[config.mk]
export PLATFORM = sky130hd
export DESIGN_NAME = io_bus_arbiter_flat
export DESIGN_NICKNAME = d
export VERILOG_FILES = /design/src/rtl/io_bus_arbiter_if.sv /design/src/rtl/io_bus_arbiter.sv /design/src/flat_wrapper.sv
export SDC_FILE = /design/constraint.sdc
export NUM_CORES = 1
export LEC_CHECK = 0
export ABC_AREA = 1
export CAP_MARGIN = 10
export CORE_AREA = 2 2 172 174
export CTS_BUF_LIST = sky130_fd_sc_hd__clkbuf_4 sky130_fd_sc_hd__clkbuf_8
export DETAILED_ROUTE_END_ITERATION = 12
export DIE_AREA = 0 0 174 176
export PLACE_DENSITY = 0.59
export SLEW_MARGIN = 20
export SYNTH_ARGS = -nofsm -noshare
export SYNTH_HDL_FRONTEND = slang
export SYNTH_SLANG_ARGS = --single-unit
[constraint.sdc]
create_clock -name clk_i -period 2.3 [get_ports clk_i]
set_input_delay 0.46 -clock clk_i [delete_from_list [all_inputs] [get_ports clk_i]]
set_output_delay 0.46 -clock clk_i [all_outputs]
set_load 0.01 [all_outputs]
[src/rtl/io_bus_arbiter_if.sv]
// Bus bundle between the requesters, the arbiter and the downstream I/O slave port.
// The arbiter uses the master view; requesters and downstream slave models use the slave view.
interface io_bus_arbiter_if #(
   parameter int NREQ = 4
);
   logic [NREQ-1:0]      req_cyc_i;
   logic [NREQ-1:0]      req_stb_i;
   logic [NREQ-1:0]      req_we_i;
   logic [4*NREQ-1:0]    req_sel_i;
   logic [32*NREQ-1:0]   req_adr_i;
   logic [32*NREQ-1:0]   req_dat_i;
   logic [NREQ-1:0]      req_ack_o;
   logic [NREQ-1:0]      req_err_o;
   logic [31:0]          req_dat_o;
   logic                 m_cyc_o;
   logic                 m_stb_o;
   logic                 m_we_o;
   logic [3:0]           m_sel_o;
   logic [31:0]          m_adr_o;
   logic [31:0]          m_dat_o;
   logic                 m_ack_i;
   logic [31:0]          m_dat_i;
   logic [NREQ-1:0]      grant_o;
   logic                 timeout_o;

   modport master (
      input  req_cyc_i, req_stb_i, req_we_i, req_sel_i, req_adr_i, req_dat_i,
      input  m_ack_i, m_dat_i,
      output req_ack_o, req_err_o, req_dat_o,
      output m_cyc_o, m_stb_o, m_we_o, m_sel_o, m_adr_o, m_dat_o,
      output grant_o, timeout_o
   );

   modport slave (
      output req_cyc_i, req_stb_i, req_we_i, req_sel_i, req_adr_i, req_dat_i,
      output m_ack_i, m_dat_i,
      input  req_ack_o, req_err_o, req_dat_o,
      input  m_cyc_o, m_stb_o, m_we_o, m_sel_o, m_adr_o, m_dat_o,
      input  grant_o, timeout_o
   );
endinterface

[src/rtl/io_bus_arbiter.sv]
// Round-robin Wishbone-classic arbiter for the I/O bridge slave port, with locked
// read-modify-write support and a watchdog that turns hung accesses into error responses.
module io_bus_arbiter #(
   parameter int          NREQ     = 4,
   parameter int          TIMEOUT  = 1023,
   parameter logic [31:0] ERR_DATA = 32'hDEADDEAD
) (
   input  logic               clk_i,
   input  logic               rst_i,
   io_bus_arbiter_if.master   bus,
   output logic [1:0]         state_o
);
   localparam int IW = (NREQ > 1) ? $clog2(NREQ) : 1;
   localparam int CW = $clog2(TIMEOUT + 1);

   typedef enum logic [1:0] {IDLE, BUS, ACK, LOCK} state_e;

   // Handshake: a requester asks for the bus while cyc & stb are high; it owns the result
   // once ack or err rises for its index, and must drop stb to let the arbiter move on.
   state_e            state_q, state_d;
   logic [IW-1:0]     last_q, last_d;
   logic [IW-1:0]     owner_q, owner_d;
   logic [NREQ-1:0]   grant_q, grant_d;
   logic [CW-1:0]     cnt_q, cnt_d;
   logic              m_cyc_q, m_cyc_d, m_stb_q, m_stb_d, m_we_q, m_we_d;
   logic [3:0]        m_sel_q, m_sel_d;
   logic [31:0]       m_adr_q, m_adr_d, m_dat_q, m_dat_d;
   logic [NREQ-1:0]   ack_q, ack_d, err_q, err_d;
   logic [31:0]       rdat_q, rdat_d;
   logic              tmo_q, tmo_d;

   logic [NREQ-1:0]   req_vec;
   logic              win_vld;
   logic [IW-1:0]     win_idx, cand;
   int                j;
   logic              issue;
   logic [IW-1:0]     issue_idx;

   assign req_vec = bus.req_cyc_i & bus.req_stb_i;

   // Rotating search starting just after the previous owner.
   always_comb begin
      win_vld = 1'b0;
      win_idx = '0;
      j       = 0;
      cand    = '0;
      for (int i = 0; i < NREQ; i++) begin
         j    = (int'(last_q) + 1 + i) % NREQ;
         cand = IW'(j);
         if (!win_vld && req_vec[cand]) begin
            win_vld = 1'b1;
            win_idx = cand;
         end
      end
   end

   always_comb begin
      state_d   = state_q;
      last_d    = last_q;
      owner_d   = owner_q;
      grant_d   = grant_q;
      cnt_d     = cnt_q;
      m_cyc_d   = m_cyc_q;
      m_stb_d   = m_stb_q;
      m_we_d    = m_we_q;
      m_sel_d   = m_sel_q;
      m_adr_d   = m_adr_q;
      m_dat_d   = m_dat_q;
      ack_d     = ack_q;
      err_d     = err_q;
      rdat_d    = rdat_q;
      tmo_d     = 1'b0;
      issue     = 1'b0;
      issue_idx = owner_q;

      case (state_q)
         IDLE: begin
            // A stale ack still high from the last access must not leak into a new one.
            if (win_vld && !bus.m_ack_i) begin
               issue     = 1'b1;
               issue_idx = win_idx;
            end
         end
         BUS: begin
            if (cnt_q != {CW{1'b1}}) cnt_d = cnt_q + 1'b1;
            if (bus.m_ack_i || (cnt_q == CW'(TIMEOUT - 1)) || !bus.req_cyc_i[owner_q]) begin
               m_cyc_d = 1'b0;
               m_stb_d = 1'b0;
               m_we_d  = 1'b0;
               m_sel_d = '0;
               m_adr_d = '0;
               m_dat_d = '0;
            end
            if (bus.m_ack_i) begin
               rdat_d  = bus.m_dat_i;
               ack_d   = grant_q;
               state_d = ACK;
            end else if (cnt_q == CW'(TIMEOUT - 1)) begin
               rdat_d  = ERR_DATA;
               err_d   = grant_q;
               tmo_d   = 1'b1;
               state_d = ACK;
            end else if (!bus.req_cyc_i[owner_q]) begin
               grant_d = '0;
               last_d  = owner_q;
               state_d = IDLE;
            end
         end
         ACK: begin
            if (!bus.req_stb_i[owner_q]) begin
               ack_d  = '0;
               err_d  = '0;
               rdat_d = '0;
               if (bus.req_cyc_i[owner_q]) begin
                  state_d = LOCK;
               end else begin
                  grant_d = '0;
                  last_d  = owner_q;
                  state_d = IDLE;
               end
            end
         end
         LOCK: begin
            if (!bus.req_cyc_i[owner_q]) begin
               grant_d = '0;
               last_d  = owner_q;
               state_d = IDLE;
            end else if (bus.req_stb_i[owner_q]) begin
               issue = 1'b1;
            end
         end
         default: state_d = IDLE;
      endcase

      if (issue) begin
         m_cyc_d = 1'b1;
         m_stb_d = 1'b1;
         m_we_d  = bus.req_we_i[issue_idx];
         m_sel_d = bus.req_sel_i[4*int'(issue_idx) +: 4];
         m_adr_d = bus.req_adr_i[32*int'(issue_idx) +: 32];
         m_dat_d = bus.req_dat_i[32*int'(issue_idx) +: 32];
         owner_d = issue_idx;
         grant_d = NREQ'(1) << issue_idx;
         cnt_d   = '0;
         state_d = BUS;
      end
   end

   always_ff @(posedge clk_i) begin
      if (rst_i) begin
         state_q <= IDLE;
         last_q  <= IW'(NREQ - 1);
         owner_q <= '0;
         grant_q <= '0;
         cnt_q   <= '0;
         m_cyc_q <= 1'b0;
         m_stb_q <= 1'b0;
         m_we_q  <= 1'b0;
         m_sel_q <= '0;
         m_adr_q <= '0;
         m_dat_q <= '0;
         ack_q   <= '0;
         err_q   <= '0;
         rdat_q  <= '0;
         tmo_q   <= 1'b0;
      end else begin
         state_q <= state_d;
         last_q  <= last_d;
         owner_q <= owner_d;
         grant_q <= grant_d;
         cnt_q   <= cnt_d;
         m_cyc_q <= m_cyc_d;
         m_stb_q <= m_stb_d;
         m_we_q  <= m_we_d;
         m_sel_q <= m_sel_d;
         m_adr_q <= m_adr_d;
         m_dat_q <= m_dat_d;
         ack_q   <= ack_d;
         err_q   <= err_d;
         rdat_q  <= rdat_d;
         tmo_q   <= tmo_d;
      end
   end

   assign bus.req_ack_o = ack_q;
   assign bus.req_err_o = err_q;
   assign bus.req_dat_o = rdat_q;
   assign bus.m_cyc_o   = m_cyc_q;
   assign bus.m_stb_o   = m_stb_q;
   assign bus.m_we_o    = m_we_q;
   assign bus.m_sel_o   = m_sel_q;
   assign bus.m_adr_o   = m_adr_q;
   assign bus.m_dat_o   = m_dat_q;
   assign bus.grant_o   = grant_q;
   assign bus.timeout_o = tmo_q;
   assign state_o       = state_q;
endmodule

[src/flat_wrapper.sv]
// flat-port wrapper written by rule: the top's interface ports become plain ports
module io_bus_arbiter_flat 
#(
   parameter int          NREQ     = 4,
   parameter int          TIMEOUT  = 1023,
   parameter logic [31:0] ERR_DATA = 32'hDEADDEAD
)
  (clk_i, rst_i, state_o, bus_req_cyc_i, bus_req_stb_i, bus_req_we_i, bus_req_sel_i, bus_req_adr_i, bus_req_dat_i, bus_m_ack_i, bus_m_dat_i, bus_req_ack_o, bus_req_err_o, bus_req_dat_o, bus_m_cyc_o, bus_m_stb_o, bus_m_we_o, bus_m_sel_o, bus_m_adr_o, bus_m_dat_o, bus_grant_o, bus_timeout_o);
  io_bus_arbiter_if #(.NREQ(NREQ)) bus_i ();
  input  logic clk_i;
  input  logic rst_i;
  output logic [1:0] state_o;
  input wire logic [$bits(bus_i.req_cyc_i)-1:0] bus_req_cyc_i;
  input wire logic [$bits(bus_i.req_stb_i)-1:0] bus_req_stb_i;
  input wire logic [$bits(bus_i.req_we_i)-1:0] bus_req_we_i;
  input wire logic [$bits(bus_i.req_sel_i)-1:0] bus_req_sel_i;
  input wire logic [$bits(bus_i.req_adr_i)-1:0] bus_req_adr_i;
  input wire logic [$bits(bus_i.req_dat_i)-1:0] bus_req_dat_i;
  input wire logic [$bits(bus_i.m_ack_i)-1:0] bus_m_ack_i;
  input wire logic [$bits(bus_i.m_dat_i)-1:0] bus_m_dat_i;
  output wire logic [$bits(bus_i.req_ack_o)-1:0] bus_req_ack_o;
  output wire logic [$bits(bus_i.req_err_o)-1:0] bus_req_err_o;
  output wire logic [$bits(bus_i.req_dat_o)-1:0] bus_req_dat_o;
  output wire logic [$bits(bus_i.m_cyc_o)-1:0] bus_m_cyc_o;
  output wire logic [$bits(bus_i.m_stb_o)-1:0] bus_m_stb_o;
  output wire logic [$bits(bus_i.m_we_o)-1:0] bus_m_we_o;
  output wire logic [$bits(bus_i.m_sel_o)-1:0] bus_m_sel_o;
  output wire logic [$bits(bus_i.m_adr_o)-1:0] bus_m_adr_o;
  output wire logic [$bits(bus_i.m_dat_o)-1:0] bus_m_dat_o;
  output wire logic [$bits(bus_i.grant_o)-1:0] bus_grant_o;
  output wire logic [$bits(bus_i.timeout_o)-1:0] bus_timeout_o;
  assign bus_i.req_cyc_i = bus_req_cyc_i;
  assign bus_i.req_stb_i = bus_req_stb_i;
  assign bus_i.req_we_i = bus_req_we_i;
  assign bus_i.req_sel_i = bus_req_sel_i;
  assign bus_i.req_adr_i = bus_req_adr_i;
  assign bus_i.req_dat_i = bus_req_dat_i;
  assign bus_i.m_ack_i = bus_m_ack_i;
  assign bus_i.m_dat_i = bus_m_dat_i;
  assign bus_req_ack_o = bus_i.req_ack_o;
  assign bus_req_err_o = bus_i.req_err_o;
  assign bus_req_dat_o = bus_i.req_dat_o;
  assign bus_m_cyc_o = bus_i.m_cyc_o;
  assign bus_m_stb_o = bus_i.m_stb_o;
  assign bus_m_we_o = bus_i.m_we_o;
  assign bus_m_sel_o = bus_i.m_sel_o;
  assign bus_m_adr_o = bus_i.m_adr_o;
  assign bus_m_dat_o = bus_i.m_dat_o;
  assign bus_grant_o = bus_i.grant_o;
  assign bus_timeout_o = bus_i.timeout_o;
  io_bus_arbiter #(.NREQ(NREQ), .TIMEOUT(TIMEOUT), .ERR_DATA(ERR_DATA)) u_core (.clk_i(clk_i), .rst_i(rst_i), .bus(bus_i), .state_o(state_o));
endmodule
==> results of run 1 <==
==> worst max-delay path, cell delays in order, from the launching register on <==
cell      delay [ns]
dfxtp_4         0.38
buf_12          0.13
clkinv_8        0.08
nand3_2         0.09
nand3_2         0.07
nand2_2         0.12
nand3_4         0.12
o21bai_4        0.21
nand2_4         0.11
nand2_8         0.14
buf_12          0.17
buf_12          0.15
nand2_1         0.05
nand2_1         0.06
nand2_1         0.06
nand2_1         0.08
nand2_1         0.05
a21oi_1         0.12
==> worst max-delay path by stage <==
stage | cells past startpoint | endpoint | start | slack, ns
final | 17 | u_core.bus.m_dat_o[9]$_SDFFE_PP0P_ | u_core.last_q[0]$_SDFFE_PP1P_ | 0.009
after global placement | 18 | u_core.bus.m_adr_o[24]$_SDFFE_PP0P_ | bus_req_cyc_i[2] | -0.54
after CTS | 17 | u_core.bus.m_dat_o[13]$_SDFFE_PP0P_ | bus_req_stb_i[3] | 0.004
after floorplan | 19 | u_core.bus.m_adr_o[17]$_SDFFE_PP0P_ | u_core.last_q[0]$_SDFFE_PP1P_ | 0.32
after detailed placement | 18 | u_core.bus.m_adr_o[11]$_SDFFE_PP0P_ | bus_req_stb_i[3] | -0.58
after global routing | 20 | u_core.bus.m_dat_o[17]$_SDFFE_PP0P_ | u_core.last_q[0]$_SDFFE_PP1P_ | -0.15
==> timing repair <==
action,CTS,global route
setup endpoints to repair,61,73
gates resized for setup,5,183
setup buffers,2,11
hold buffers,0,0
gates cloned,0,18
pin swaps,3,38
==> metal layers <==
metal,wire length [microns],GRT usage,share of wire
met1,15500,0.265,0.42
met3,2570,0.0547,0.069
met4,751,0.0578,0.020
met2,18200,0.388,0.49
met5,13,0,0.00035
==> cell usage after synthesis (all sizes together) (7+ instances only) <==
cell type,count,share of area
clkbuf,27,0.013
nand2,594,0.28
nor2,61,0.029
inv,32,0.016
o21ai,18,0.012
or3,22,0.017
buf,65,0.047
a21oi,71,0.046
nand3b,11,0.010
nand3,255,0.16
dfxtp,131,0.33
ha,7,0.011
==> cell families (layout without fill, tap and decap cells) <==
group / after synthesis / in the layout / share of synthesized area
buffers and inverters: 126 / 600 / 0.0774
AOI/OAI and AO/OA: 99 / 99 / 0.0683
xor gates and xnor gates: 2 / 2 / 0.00220
DFF: 131 / 131 / 0.330
and+or+nand+nor: 957 / 957 / 0.511
adders and majority gates: 7 / 7 / 0.0110
==> final cells by class <==
class                           instances  area share
Clock buffer                           18      0.0167
Clock inverter                         14      0.0145
Inverter                               33     0.00970
Multi-Input combinational cell       1065       0.354
Sequential cell                       131       0.177
Tap cell                              384      0.0324
Timing Repair Buffer                  535       0.395
==> cell usage in the layout, fill, tap and decap left out, types with 7 or more instances in the layout <==
| cell | Yosys | layout |
|---|---|---|
| o21ai_0 | 15 | 15 |
| dfxtp_1 | 131 | 129 |
| buf_4 | 8 | 36 |
| nor2_1 | 59 | 56 |
| or3_1 | 22 | 22 |
| nand3_1 | 255 | 227 |
| nand3b_1 | 11 | 11 |
| nand3_2 | 0 | 26 |
| nand2_4 | 1 | 20 |
| nand2_1 | 590 | 507 |
| clkbuf_16 | 0 | 16 |
| nand2_2 | 3 | 66 |
| buf_12 | 0 | 24 |
| a21oi_1 | 70 | 66 |
| buf_6 | 5 | 13 |
| buf_8 | 0 | 7 |
| ha_1 | 7 | 7 |
| clkdlybuf4s50_1 | 0 | 427 |
| dlymetal6s2s_1 | 0 | 8 |
| clkbuf_8 | 0 | 18 |
| inv_1 | 26 | 26 |
==> registers in the layout (all words and copies together) (netlist names) <==
signal and flops:
u_core.last_q 2, u_core.bus.m_dat_o 32, u_core.state_o 2, u_core.bus.m_sel_o 4, u_core.bus.m_cyc_o 1, u_core.owner_q 2, u_core.bus.grant_o 4, u_core.bus.timeout_o 1
u_core.cnt_q 10, u_core.bus.m_we_o 1, u_core.bus.m_adr_o 32, u_core.bus.req_err_o 4, u_core.bus.req_dat_o 32, u_core.bus.req_ack_o 4
==> per-stage QoR <==
step,instances,cell area [sq um],total power [mW],hold WS (ns)
after CTS,2151,13700,18.5,0.401
after detailed placement,2117,13200,15.9,0.452
final,2180,14800,21.3,0.411
after global routing,2180,14800,22.8,0.410
after global placement,2117,13200,15.9,0.450
after floorplan,1322,7950,10.4,0.459
==> report_power, final <==
part,total [mW],switching (mW),internal [mW]
Combinational,15.3,7.94,7.35
Clock,2.36,1.11,1.25
Sequential,3.61,0.504,3.11
==> metrics.md, run 1 <==
| Metric | Value |
|---|---|
| Status | `completed` |
| Synth cell types | `39` |
| Area of the core | `0.0285 sq mm` |
| Initial Util | `0.279` |
| Mean Syn Cell Area | `6.01 sq um` |
| Util after Layout | `0.520` |
| Die Ht | `176 microns` |
| EDFF count, synth | `0` |
| Leak pwr | `6.50 nW` |
| Final worst-path cycle share | `0.996` |
| Die W | `174 microns` |
| Fin nets | `2109` |
| Total wire length | `37.0 mm` |
| Placer Congestion | `0.904` |
| Setup violations, final | `0` |
| # DRC | `0` |
| Top_reg_cell synth | `dfxtp_1` |
| Fillers | `2868` |
| Die area | `0.0306 sq mm` |
| Antenna cells | `0` |
| Final min period | `2.29 ns` |
| R2R cell count | `17` |
| WHS Path Cells | `4` |
| Register area share after synthesis | `0.330` |
| Critical path startpoint category | `register` |
| Pwr/cell area | `1430 mW/mm^2` |
| CP endpoint kind | `register` |
| Gate Count Post-Synth | `1322` |
| Gr ovfl total | `0` |
| Largest net degree at the start of global routing | `63` |
| Worst-Margin Slew | `0.825 ns` |
| Max clock buf depth | `2` |
| Setup TNS | `0 ns` |
| ANT nets after route | `0` |
| Pins Over Slew Limit | `0` |
| Worst flop-to-flop path endpoint | `u_core.bus.m_dat_o[9]$_SDFFE_PP0P_` |
| Clk_skew | `0.0168 ns` |
| Hold Crit Class | `primary input to register` |
| Post-DP HPWL | `26.2 mm` |
| RSZ-0062 raised after global routing | `yes` |
| Worst endpoint required time | `2.66 ns` |
| Worst flop-to-flop path startpoint | `u_core.last_q[0]$_SDFFE_PP1P_` |
| Maximum level of the CTS H-tree | `4` |
| Post-Syn Area | `0.00795 sq mm` |
| First-pass GRT wire length | `53.3 mm` |
| Initial antenna violation count | `1` |
| Area growth syn-to-layout | `86.6%` |
| First-pass iteration count of the detailed router | `5` |
| Maximum VDD drop | `0.624 mV` |
| CTS sink cnt | `131` |
| Seq. cell area | `0.00263 sq mm` |
| CP Class | `register to register` |
| #FFs+latches synth | `131` |
| Internal reg-to-reg setup slack | `0.009 ns` |
| Headroom to the max-slew limit | `0.448` |
| CTS tree | `done` |
| Critical path fanouts, max | `8` |
| Final worst setup slack | `0.00903 ns` |
| Num ports | `437` |
| Multi-input gate area | `0.00526 sq mm` |
| Worst-path clk slew | `0.09 ns` |
| Global Route Usage Sum | `0.219` |
| Vias | `10400` |
| CTS Buf Count | `17` |
| Fmax | `436 MHz` |
| Ys Warns | `0` |
| Hold Crit Endpoint | `u_core.bus.m_cyc_o$_SDFFE_PP0P_` |
| Share of post-route cells with drive strength above 1 | `0.152` |
| Vias in the first global route | `9898` |
| Post-Place Worst Slack | `-0.581 ns` |
| Maxcap violations | `0` |
| Detail-routed net length per standard cell | `17.0 microns` |
| Vias per inst | `4.79` |
| FFs w/ async S/R, synth | `0` |
| Worst Path Arrival | `2.65 ns` |
| Hold Violations, Final | `0` |
| Hold Startpoint | `rst_i` |
| Site Rows | `62` |
| Clock Latency Late Sink | `0.44 ns` |
| I/O Buffers | `436` |
| Violation count after the first detailed-route iteration | `596` |
| Syn_nets | `1648` |
| Root Driver | `clkbuf_8` |
Power figures use the tool's default switching activity.
==> run 2: changes to the inputs <==
--- a/config.mk
+++ b/config.mk
@@ -12,7 +12,6 @@
 export DETAILED_ROUTE_END_ITERATION = 12
 export DIE_AREA = 0 0 174 176
 export PLACE_DENSITY = 0.59
-export SLEW_MARGIN = 20
 export SYNTH_ARGS = -nofsm -noshare
 export SYNTH_HDL_FRONTEND = slang
 export SYNTH_SLANG_ARGS = --single-unit
==> results of run 2 <==
No change in the layout: final DEF, timing and power equal those of run 1.
